<file path="src/rtl/alu_seq_ctrl_if.sv">
// Control/handshake bundle between alu_seq_ctrl and its ALU/register-file datapath.
// master = the controller, slave = the instruction source and datapath.
interface alu_seq_ctrl_if #(
  parameter int ADDRESS_WIDTH = 5,
  parameter int DATA_WIDTH    = 32
);
  logic [DATA_WIDTH-1:0]    instr;
  logic                     instr_valid;
  logic                     instr_ready;
  logic                     EQ;
  logic                     RegWrite;
  logic                     ALUsrc;
  logic                     ALUctrl;
  logic [DATA_WIDTH-1:0]    immOp;
  logic [ADDRESS_WIDTH-1:0] rs1;
  logic [ADDRESS_WIDTH-1:0] rs2;
  logic [ADDRESS_WIDTH-1:0] rd;
  logic [DATA_WIDTH-1:0]    pc;
  logic                     busy;
  logic                     illegal;

  modport master (
    input  instr, instr_valid, EQ,
    output instr_ready, RegWrite, ALUsrc, ALUctrl, immOp, rs1, rs2, rd, pc, busy, illegal
  );

  modport slave (
    output instr, instr_valid, EQ,
    input  instr_ready, RegWrite, ALUsrc, ALUctrl, immOp, rs1, rs2, rd, pc, busy, illegal
  );
endinterface

</file>
<file path="src/rtl/alu_seq_ctrl.sv">
// Four-state (IDLE/DECODE/EXEC/WB) sequencer for ADD, ADDI and BNE; owns the PC.
// Define ALU_SEQ_CTRL_BEQ_EN to also decode BEQ; otherwise BEQ is illegal.
module alu_seq_ctrl #(
  parameter int          ADDRESS_WIDTH = 5,
  parameter int          DATA_WIDTH    = 32,
  parameter int unsigned RESET_PC      = 0
) (
  input  logic          clk,
  input  logic          rst,
  alu_seq_ctrl_if.master bus
);

  typedef enum logic [1:0] {
    S_IDLE   = 2'd0,
    S_DECODE = 2'd1,
    S_EXEC   = 2'd2,
    S_WB     = 2'd3
  } state_e;

  localparam logic [6:0]            OP_R    = 7'b0110011;
  localparam logic [6:0]            OP_I    = 7'b0010011;
  localparam logic [6:0]            OP_B    = 7'b1100011;
  localparam logic [DATA_WIDTH-1:0] PC_RST  = DATA_WIDTH'(RESET_PC);
  localparam logic [DATA_WIDTH-1:0] PC_STEP = DATA_WIDTH'(3'd4);

  state_e                   state_q, state_d;
  logic [DATA_WIDTH-1:0]    instr_q;
  logic [DATA_WIDTH-1:0]    pc_q;
  logic [DATA_WIDTH-1:0]    imm_q;
  logic [ADDRESS_WIDTH-1:0] rs1_q, rs2_q, rd_q;
  logic                     alusrc_q, aluctrl_q, regwrite_q;
  logic                     wen_q, bne_q, beq_q, taken_q;
  logic                     ready_q, busy_q, illegal_q;

  logic [6:0]               opcode_s;
  logic [2:0]               funct3_s;
  logic [6:0]               funct7_s;
  logic [4:0]               rd_field_s;
  logic [DATA_WIDTH-1:0]    imm_i_s, imm_b_s, dec_imm_s;
  logic                     dec_legal_s, dec_wen_s, dec_src_s, dec_ctl_s;
  logic                     dec_bne_s, dec_beq_s;

  assign opcode_s   = instr_q[6:0];
  assign funct3_s   = instr_q[14:12];
  assign funct7_s   = instr_q[31:25];
  assign rd_field_s = instr_q[11:7];
  assign imm_i_s    = {{(DATA_WIDTH-12){instr_q[31]}}, instr_q[31:20]};
  assign imm_b_s    = {{(DATA_WIDTH-13){instr_q[31]}}, instr_q[31], instr_q[7],
                       instr_q[30:25], instr_q[11:8], 1'b0};

  // Instruction decode of the latched word.
  always_comb begin
    dec_legal_s = 1'b0;
    dec_wen_s   = 1'b0;
    dec_src_s   = 1'b0;
    dec_ctl_s   = 1'b0;
    dec_bne_s   = 1'b0;
    dec_beq_s   = 1'b0;
    dec_imm_s   = {DATA_WIDTH{1'b0}};
    case (opcode_s)
      OP_R: begin
        if (funct3_s == 3'b000 && funct7_s == 7'b0000000) begin
          dec_legal_s = 1'b1;
          dec_wen_s   = (rd_field_s != 5'd0);
        end else begin
          dec_legal_s = 1'b0;
        end
      end
      OP_I: begin
        if (funct3_s == 3'b000) begin
          dec_legal_s = 1'b1;
          dec_wen_s   = (rd_field_s != 5'd0);
          dec_src_s   = 1'b1;
          dec_imm_s   = imm_i_s;
        end else begin
          dec_legal_s = 1'b0;
        end
      end
      OP_B: begin
        if (funct3_s == 3'b001) begin
          dec_legal_s = 1'b1;
          dec_ctl_s   = 1'b1;
          dec_bne_s   = 1'b1;
          dec_imm_s   = imm_b_s;
`ifdef ALU_SEQ_CTRL_BEQ_EN
        end else if (funct3_s == 3'b000) begin
          dec_legal_s = 1'b1;
          dec_ctl_s   = 1'b1;
          dec_beq_s   = 1'b1;
          dec_imm_s   = imm_b_s;
`endif
        end else begin
          dec_legal_s = 1'b0;
        end
      end
      default: dec_legal_s = 1'b0;
    endcase
  end

  // Next-state logic; instr_valid only matters in IDLE.
  always_comb begin
    state_d = state_q;
    case (state_q)
      S_IDLE: begin
        if (bus.instr_valid) begin
          state_d = S_DECODE;
        end else begin
          state_d = S_IDLE;
        end
      end
      S_DECODE: state_d = S_EXEC;
      S_EXEC:   state_d = S_WB;
      S_WB:     state_d = S_IDLE;
      default:  state_d = S_IDLE;
    endcase
  end

  // State, datapath controls and PC; outputs are registered from the next state.
  always_ff @(posedge clk) begin
    if (rst) begin
      state_q    <= S_IDLE;
      instr_q    <= {DATA_WIDTH{1'b0}};
      pc_q       <= PC_RST;
      imm_q      <= {DATA_WIDTH{1'b0}};
      rs1_q      <= {ADDRESS_WIDTH{1'b0}};
      rs2_q      <= {ADDRESS_WIDTH{1'b0}};
      rd_q       <= {ADDRESS_WIDTH{1'b0}};
      alusrc_q   <= 1'b0;
      aluctrl_q  <= 1'b0;
      regwrite_q <= 1'b0;
      wen_q      <= 1'b0;
      bne_q      <= 1'b0;
      beq_q      <= 1'b0;
      taken_q    <= 1'b0;
      ready_q    <= 1'b1;
      busy_q     <= 1'b0;
      illegal_q  <= 1'b0;
    end else begin
      state_q    <= state_d;
      ready_q    <= (state_d == S_IDLE);
      busy_q     <= (state_d != S_IDLE);
      regwrite_q <= (state_d == S_WB) && wen_q;
      case (state_q)
        S_IDLE: begin
          if (bus.instr_valid) begin
            instr_q <= bus.instr;
          end
        end
        S_DECODE: begin
          rs1_q     <= ADDRESS_WIDTH'(instr_q[19:15]);
          rs2_q     <= ADDRESS_WIDTH'(instr_q[24:20]);
          rd_q      <= dec_legal_s ? ADDRESS_WIDTH'(rd_field_s) : {ADDRESS_WIDTH{1'b0}};
          alusrc_q  <= dec_src_s;
          aluctrl_q <= dec_ctl_s;
          imm_q     <= dec_imm_s;
          wen_q     <= dec_wen_s;
          bne_q     <= dec_bne_s;
          beq_q     <= dec_beq_s;
          if (!dec_legal_s) begin
            illegal_q <= 1'b1;
          end
        end
        S_EXEC: begin
          taken_q <= (bne_q && !bus.EQ) || (beq_q && bus.EQ);
        end
        S_WB: begin
          pc_q <= taken_q ? (pc_q + imm_q) : (pc_q + PC_STEP);
        end
        default: begin
          state_q <= S_IDLE;
        end
      endcase
    end
  end

  assign bus.instr_ready = ready_q;
  assign bus.busy        = busy_q;
  assign bus.RegWrite    = regwrite_q;
  assign bus.ALUsrc      = alusrc_q;
  assign bus.ALUctrl     = aluctrl_q;
  assign bus.immOp       = imm_q;
  assign bus.rs1         = rs1_q;
  assign bus.rs2         = rs2_q;
  assign bus.rd          = rd_q;
  assign bus.pc          = pc_q;
  assign bus.illegal     = illegal_q;

endmodule

</file>
<file path="src/flat_wrapper.sv">
// flat-port wrapper written by rule: the top's interface ports become plain ports
module alu_seq_ctrl_flat 
#(
  parameter int          ADDRESS_WIDTH = 5,
  parameter int          DATA_WIDTH    = 32,
  parameter int unsigned RESET_PC      = 0
)
  (clk, rst, bus_instr, bus_instr_valid, bus_EQ, bus_instr_ready, bus_RegWrite, bus_ALUsrc, bus_ALUctrl, bus_immOp, bus_rs1, bus_rs2, bus_rd, bus_pc, bus_busy, bus_illegal);
  alu_seq_ctrl_if #(.ADDRESS_WIDTH(ADDRESS_WIDTH), .DATA_WIDTH(DATA_WIDTH)) bus_i ();
  input  logic clk;
  input  logic rst;
  input wire logic [$bits(bus_i.instr)-1:0] bus_instr;
  input wire logic [$bits(bus_i.instr_valid)-1:0] bus_instr_valid;
  input wire logic [$bits(bus_i.EQ)-1:0] bus_EQ;
  output wire logic [$bits(bus_i.instr_ready)-1:0] bus_instr_ready;
  output wire logic [$bits(bus_i.RegWrite)-1:0] bus_RegWrite;
  output wire logic [$bits(bus_i.ALUsrc)-1:0] bus_ALUsrc;
  output wire logic [$bits(bus_i.ALUctrl)-1:0] bus_ALUctrl;
  output wire logic [$bits(bus_i.immOp)-1:0] bus_immOp;
  output wire logic [$bits(bus_i.rs1)-1:0] bus_rs1;
  output wire logic [$bits(bus_i.rs2)-1:0] bus_rs2;
  output wire logic [$bits(bus_i.rd)-1:0] bus_rd;
  output wire logic [$bits(bus_i.pc)-1:0] bus_pc;
  output wire logic [$bits(bus_i.busy)-1:0] bus_busy;
  output wire logic [$bits(bus_i.illegal)-1:0] bus_illegal;
  assign bus_i.instr = bus_instr;
  assign bus_i.instr_valid = bus_instr_valid;
  assign bus_i.EQ = bus_EQ;
  assign bus_instr_ready = bus_i.instr_ready;
  assign bus_RegWrite = bus_i.RegWrite;
  assign bus_ALUsrc = bus_i.ALUsrc;
  assign bus_ALUctrl = bus_i.ALUctrl;
  assign bus_immOp = bus_i.immOp;
  assign bus_rs1 = bus_i.rs1;
  assign bus_rs2 = bus_i.rs2;
  assign bus_rd = bus_i.rd;
  assign bus_pc = bus_i.pc;
  assign bus_busy = bus_i.busy;
  assign bus_illegal = bus_i.illegal;
  alu_seq_ctrl #(.ADDRESS_WIDTH(ADDRESS_WIDTH), .DATA_WIDTH(DATA_WIDTH), .RESET_PC(RESET_PC)) u_core (.clk(clk), .rst(rst), .bus(bus_i));
endmodule
</file>
<file path="config.mk">
export PLATFORM = sky130hd
export DESIGN_NAME = alu_seq_ctrl_flat
export DESIGN_NICKNAME = d
export VERILOG_FILES = /design/src/rtl/alu_seq_ctrl_if.sv /design/src/rtl/alu_seq_ctrl.sv /design/src/flat_wrapper.sv
export SDC_FILE = /design/constraint.sdc
export NUM_CORES = 1
export LEC_CHECK = 0
export CORE_MARGIN = 3
export CORE_UTILIZATION = 35
export DETAILED_ROUTE_END_ITERATION = 10
export GPL_TIMING_DRIVEN = 0
export PLACE_DENSITY = 0.57
export SYNTH_ARGS = -nofsm -noshare
export SYNTH_HDL_FRONTEND = slang
export SYNTH_SLANG_ARGS = --single-unit
</file>
<file path="constraint.sdc">
create_clock -name clk -period 3.5 [get_ports clk]
set_input_delay 0.35 -clock clk [delete_from_list [all_inputs] [get_ports clk]]
set_output_delay 0.35 -clock clk [all_outputs]
set_load 0.01 [all_outputs]
</file>
---- After elaboration in Yosys (flattened, before gate mapping) ----
Cells that the tools add are included.
storage, ports and cells
  flip-flop bits (word level) ............. 121
  word-level logic and storage cells ...... 54
operators by class
  equal/unequal tests ..................... 8
  bitwise gates (word level) .............. 1
  muxes and demuxes ....................... 16
  reduce and logical (&&, ||, !) cells .... 12
  add/sub/neg operators ................... 2
operators with widths
  operator                                        number
  2-to-1 mux 32 bit                               3
  one-hot mux 32 bit (2 select lines)             1
  adder 32 x 3 -> 32 bit (second input constant)  1
  adder 32 bit                                    1
  2-to-1 mux 1 bit                                8
  one-hot mux 2 bit (4 select lines)              1
  == test 7 x 5 -> 1 bit (second input constant)  1
  == test 7 x 6 -> 1 bit (second input constant)  1
  == test 7 bit (second input constant)           1
  zero test 7 bit                                 1
  == test 2 bit (second input constant)           3
  2-to-1 mux 5 bit                                1
  nonzero test 5 bit                              1
  zero test 2 bit                                 2
  AND reduction 2 bit                             2
  == test 3 x 1 -> 1 bit (second input constant)  1
  logical AND 1 bit                               3
  zero test 3 bit                                 1
  one-hot mux 1 bit (3 select lines)              1
  == test 2 x 1 -> 1 bit (second input constant)  1
  one-hot mux 1 bit (2 select lines)              1
  nonzero test 2 bit                              1
  zero test 1 bit                                 1
  NOT 1 bit                                       1

---- Longest topological paths before layout ----
  depth in word-level cells ............... 6
  mapped depth ............................ 13
  gate-level depth less buffers ........... 13

---- Worst setup path after synthesis ----
OpenSTA, ideal clock, no wires.
  path type ............................... register -> register
  start point ............................. reg u_core.imm_q[30], in the netlist u_core.bus.immOp[30]
  end point ............................... reg u_core.pc_q[31], in the netlist u_core.bus.pc[31]
  cell stages (with the launch flop) ...... 12
  slack ................................... -0.061 ns
  buffers on the path ..................... 0
  arrival ................................. 3.438 ns
  clock period less this slack ............ 3.561 ns
  cell sequence ........................... dfxtp_1 ha_1 and4_1 and2_4 nand2_2 a41oi_2 a41o_1 a2111oi_2 nor3_2 xnor2_1 o22ai_1 mux2_1
on the way
  longest elaborated chain between the ends .. 2
ends and longest elaborated chain
  item                    line                 text
  start, declared         alu_seq_ctrl.sv:29   logic [DATA_WIDTH-1:0] imm_q;
  start signal, assigned  alu_seq_ctrl.sv:124  imm_q <= {DATA_WIDTH{1'b0}};
  start signal, assigned  alu_seq_ctrl.sv:155  imm_q <= dec_imm_s;
  adder 32 bit            alu_seq_ctrl.sv:167  pc_q <= taken_q ? (pc_q + imm_q) : (pc_q + PC_STEP);
  2-to-1 mux 32 bit       alu_seq_ctrl.sv:167
  end signal, assigned    alu_seq_ctrl.sv:167
  end, declared           alu_seq_ctrl.sv:28   logic [DATA_WIDTH-1:0] pc_q;
Every way passes these cells.
A chain may end at the register's enable or synchronous reset.

---- Final worst setup path ----
Ends and elaborated chain as after synthesis.

==> flow_summary.ini <==
[status]
status = finished, final reports clean

[global_routing]
grt_pass1_wl_um = 29200
use_met1_pct = 24.6
antenna_found_initial = 0
grt-ovfl-total = 0
grt_pass1_vias = 5582
use_met2_pct = 33.5
grt_usage_pct = 19.8
grt_max_degree = 42
met3_usage_pct = 5.22
gr-max-usage-layer = met2

[yosys]
synth_fp_nets = 846
postSynth.asyncResetShare_pct = 0
avgSynthCellArea_um2 = 7.86
synth_area_um2 = 6070
yosysWarningCount = 0
yosys_most_used_dff = dfxtp_1
seq_area_frac_synth_pct = 33.7
netlist.area_leader.share_pct = 33.7
synth_area_leaders = dfxtp_1, a21oi_1, ha_1, nand2_1, nor2_1
synth_seq_cells = 102
synthCells = 772
yosysTopAreaCell = dfxtp_1
synthDistinctLibCells = 65
synth_enable_flop_cells = 0

[timing]
min_period_ps = 3270
clock_skew_ps = 9.69
slew_headroom_pct = 42.5
hold_viol = 0
fin_ws_ps = 232
finalSetupTns_ps = 0
rsz0062_at_grt = no
setup_viol = 0
max_freq_ghz = 0.306
whs_ps = 455
fin_crit_sh_pct = 93.4
tightestPinTransition_ps = 862
drv_slew = 0

[route]
avgRoutedWirePerCell_um = 16.6
ant_nets = 0
drt-initial-drc-count = 278
drc = 0
firstDrtPassIters = 6
routed_via_density = 5.23
vias = 5890
wl_um = 18700

[layout]
drive_gt1_share_pct = 6.62
syn_to_final_growth_pct = 29.7
final_cell_area_um2 = 7870
antenna_cells = 0
layout.nets = 977
final_core_util_pct = 47.0

[worst_setup_path]
slowest_delay_ps = 560
cp_slowest_cell = dfxtp_4
cp.arrival_ps = 3520
crit_path_cell_trace = ha_1 > a21oi_1 > nor2_1 > a211oi_4 > nand4_1 > a41o_1 > a2111oi_2 > nor3_2 > xnor2_1 > o22ai_1 > mux2_1
critPathCaptureType = flop
path_class = flop to flop
start_kind = flop
crit_required_ps = 3750
crit_path_max_fanout = 22

[pwr]
powerDensity_nw_per_um2 = 349
leakagePower_nw = 3.09
p_switching_w = 0.000775
p_comb_share_pct = 14.8
p_seq_share_pct = 46.6
p_clk_share_pct = 38.6
irDropWorstVdd_uv = 282
swShare_pct = 28.3
power.internal_w = 0.00197

[die]
coreArea_um2 = 16800
rows = 47
die_h_um = 138
start_util_pct = 36.2
io_pins = 121
die_x_um = 138
dieArea_um2 = 18900

[place]
dp_slack_ps = -204
placed_cell_area_um2 = 7530
gp_congestion = 0.856
io_buffers = 119
place_hpwl_um = 13800

[clock_network]
cts_buffers = 9
cts_sinks = 102
cts_hold_buf = 0
clk_path_buf_depth = 2
clock_latency_ps = 360
path_clk_slew_ps = 70
h-tree-depth = 3
clockRootBuffer = clkbuf_16
cts_tree = built

[worst_hold_path]
hold_path.class = flop to flop

[flow_run]
drv_cap = 0
-- critical path, delay by kind of cell, from the launching register on --
kind	cells	cell delay (ps)
muxes	1	340
AOI/OAI and AO/OA	5	1370
and+or+nand+nor	3	390
DFF	1	560
adders and majority gates	1	370
xor gates and xnor gates	1	130
-- state kept, by name (all words and copies together) (netlist names) --
register and cells:
u_core.bus.rs2 5, u_core.bus.pc 32, u_core.bus.ALUctrl 1, u_core.wen_q 1
u_core.bus.RegWrite 1, u_core.bus.ALUsrc 1, u_core.bus.rd 5, u_core.state_q 2
u_core.instr_q 32, u_core.bus.instr_ready 1, u_core.bus.rs1 5, u_core.bus.busy 1
u_core.bus.immOp 13, u_core.bus.illegal 1, u_core.taken_q 1
-- placed cells by master (no fill, tap or decap), drive strengths merged, types with 10 or more instances in the layout --
master / synthesis / routed
a21oi: 103 / 103
clkdlybuf4s50: 0 / 119
nor2: 93 / 93
a31oi: 11 / 11
and3: 10 / 10
a22oi: 10 / 10
nand2: 101 / 101
dfxtp: 102 / 102
o22ai: 15 / 15
ha: 37 / 37
a2111oi: 11 / 11
o21ai: 14 / 14
inv: 26 / 29
xor2: 12 / 12
mux2i: 16 / 16
a21o: 18 / 18
nand3: 19 / 19
clkbuf: 33 / 42
xnor2: 14 / 14
buf: 25 / 26
-- final cells by class --
class	instances	area, um^2
well taps	220	275
multi-input cells	586	3640
inverters	26	97.6
clock buffers	9	225
repair buffers	120	1220
plain buffers	58	293
clock inverters	6	77.6
fillers	1736	8890
flip-flops and latches	102	2050
-- power groups by stage --
stage	sequential [W]	clock, W	combinational [W]
3_5_place_dp	0.00131	0	0.000406
5_1_grt	0.00129	0.00113	0.000453
2_1_floorplan	0.00130	0	0.000234
6_report	0.00128	0.00106	0.000405
3_3_place_gp	0.00131	0	0.000403
4_1_cts	0.00128	0.00109	0.000408
-- path summary, 6_finish.rpt --
| kind | from | to | slack, ps | cells after the start |
|---|---|---|---|---|
| worst min register to register | u_core.instr_q[13] | u_core.instr_q[13] | 460 | 2 |
| worst max register to register | u_core.bus.immOp[30] | u_core.bus.pc[31] | 230 | 11 |
| worst min-delay path | u_core.instr_q[13] | u_core.instr_q[13] | 460 | 2 |
| worst max-delay path | u_core.bus.immOp[30] | u_core.bus.pc[31] | 230 | 11 |
-- per-layer routing --
| metal | vias to the layer above | routed length (um) |
|---|---|---|
| met4 | 0 | 372 |
| met1 | 2693 | 8450 |
| met2 | 160 | 8740 |
| met5 | - | 0 |
| met3 | 30 | 1150 |
| li1 | 3007 | - |
-- synth_stat cells (10+ instances only) --
| library cell | n |
|---|---|
| o22ai_1 | 15 |
| nor2_1 | 93 |
| inv_1 | 26 |
| dfxtp_1 | 102 |
| xnor2_1 | 14 |
| ha_1 | 37 |
| a31oi_1 | 10 |
| xor2_1 | 12 |
| nand2_1 | 100 |
| clkbuf_1 | 33 |
| nand3_1 | 18 |
| mux2i_1 | 16 |
| a22oi_1 | 10 |
| a21oi_1 | 101 |
| buf_4 | 19 |
| a21o_1 | 18 |
-- repair_timing --
item / 4_1_cts / 5_1_grt
resized for setup: 1 / 1
endpoints found under the setup margin: 1 / 2
buffers inserted: 0 / 1
endpoints found under the hold margin: 0 / 0
-- metrics by stage --
| step | cells | power, W |
|---|---|---|
| floorplan | 772 | 0.00153 |
| global placement | 1111 | 0.00171 |
| detailed placement | 1111 | 0.00171 |
| CTS | 1126 | 0.00278 |
| global route | 1127 | 0.00287 |
| finish | 1127 | 0.00274 |
-- cell families after synthesis --
logic type,Yosys count,synth area share [%]
AND/OR/NAND/NOR,276,20.6
AO/OA/AOI/OAI,229,24.7
flip-flops,102,33.7
buffers and inverters,84,6.44
adder cells (fa/ha/maj),38,7.96
XOR/XNOR,26,3.75
multiplexers,17,2.83
Note: power is estimated with default switching activity, not from simulation.
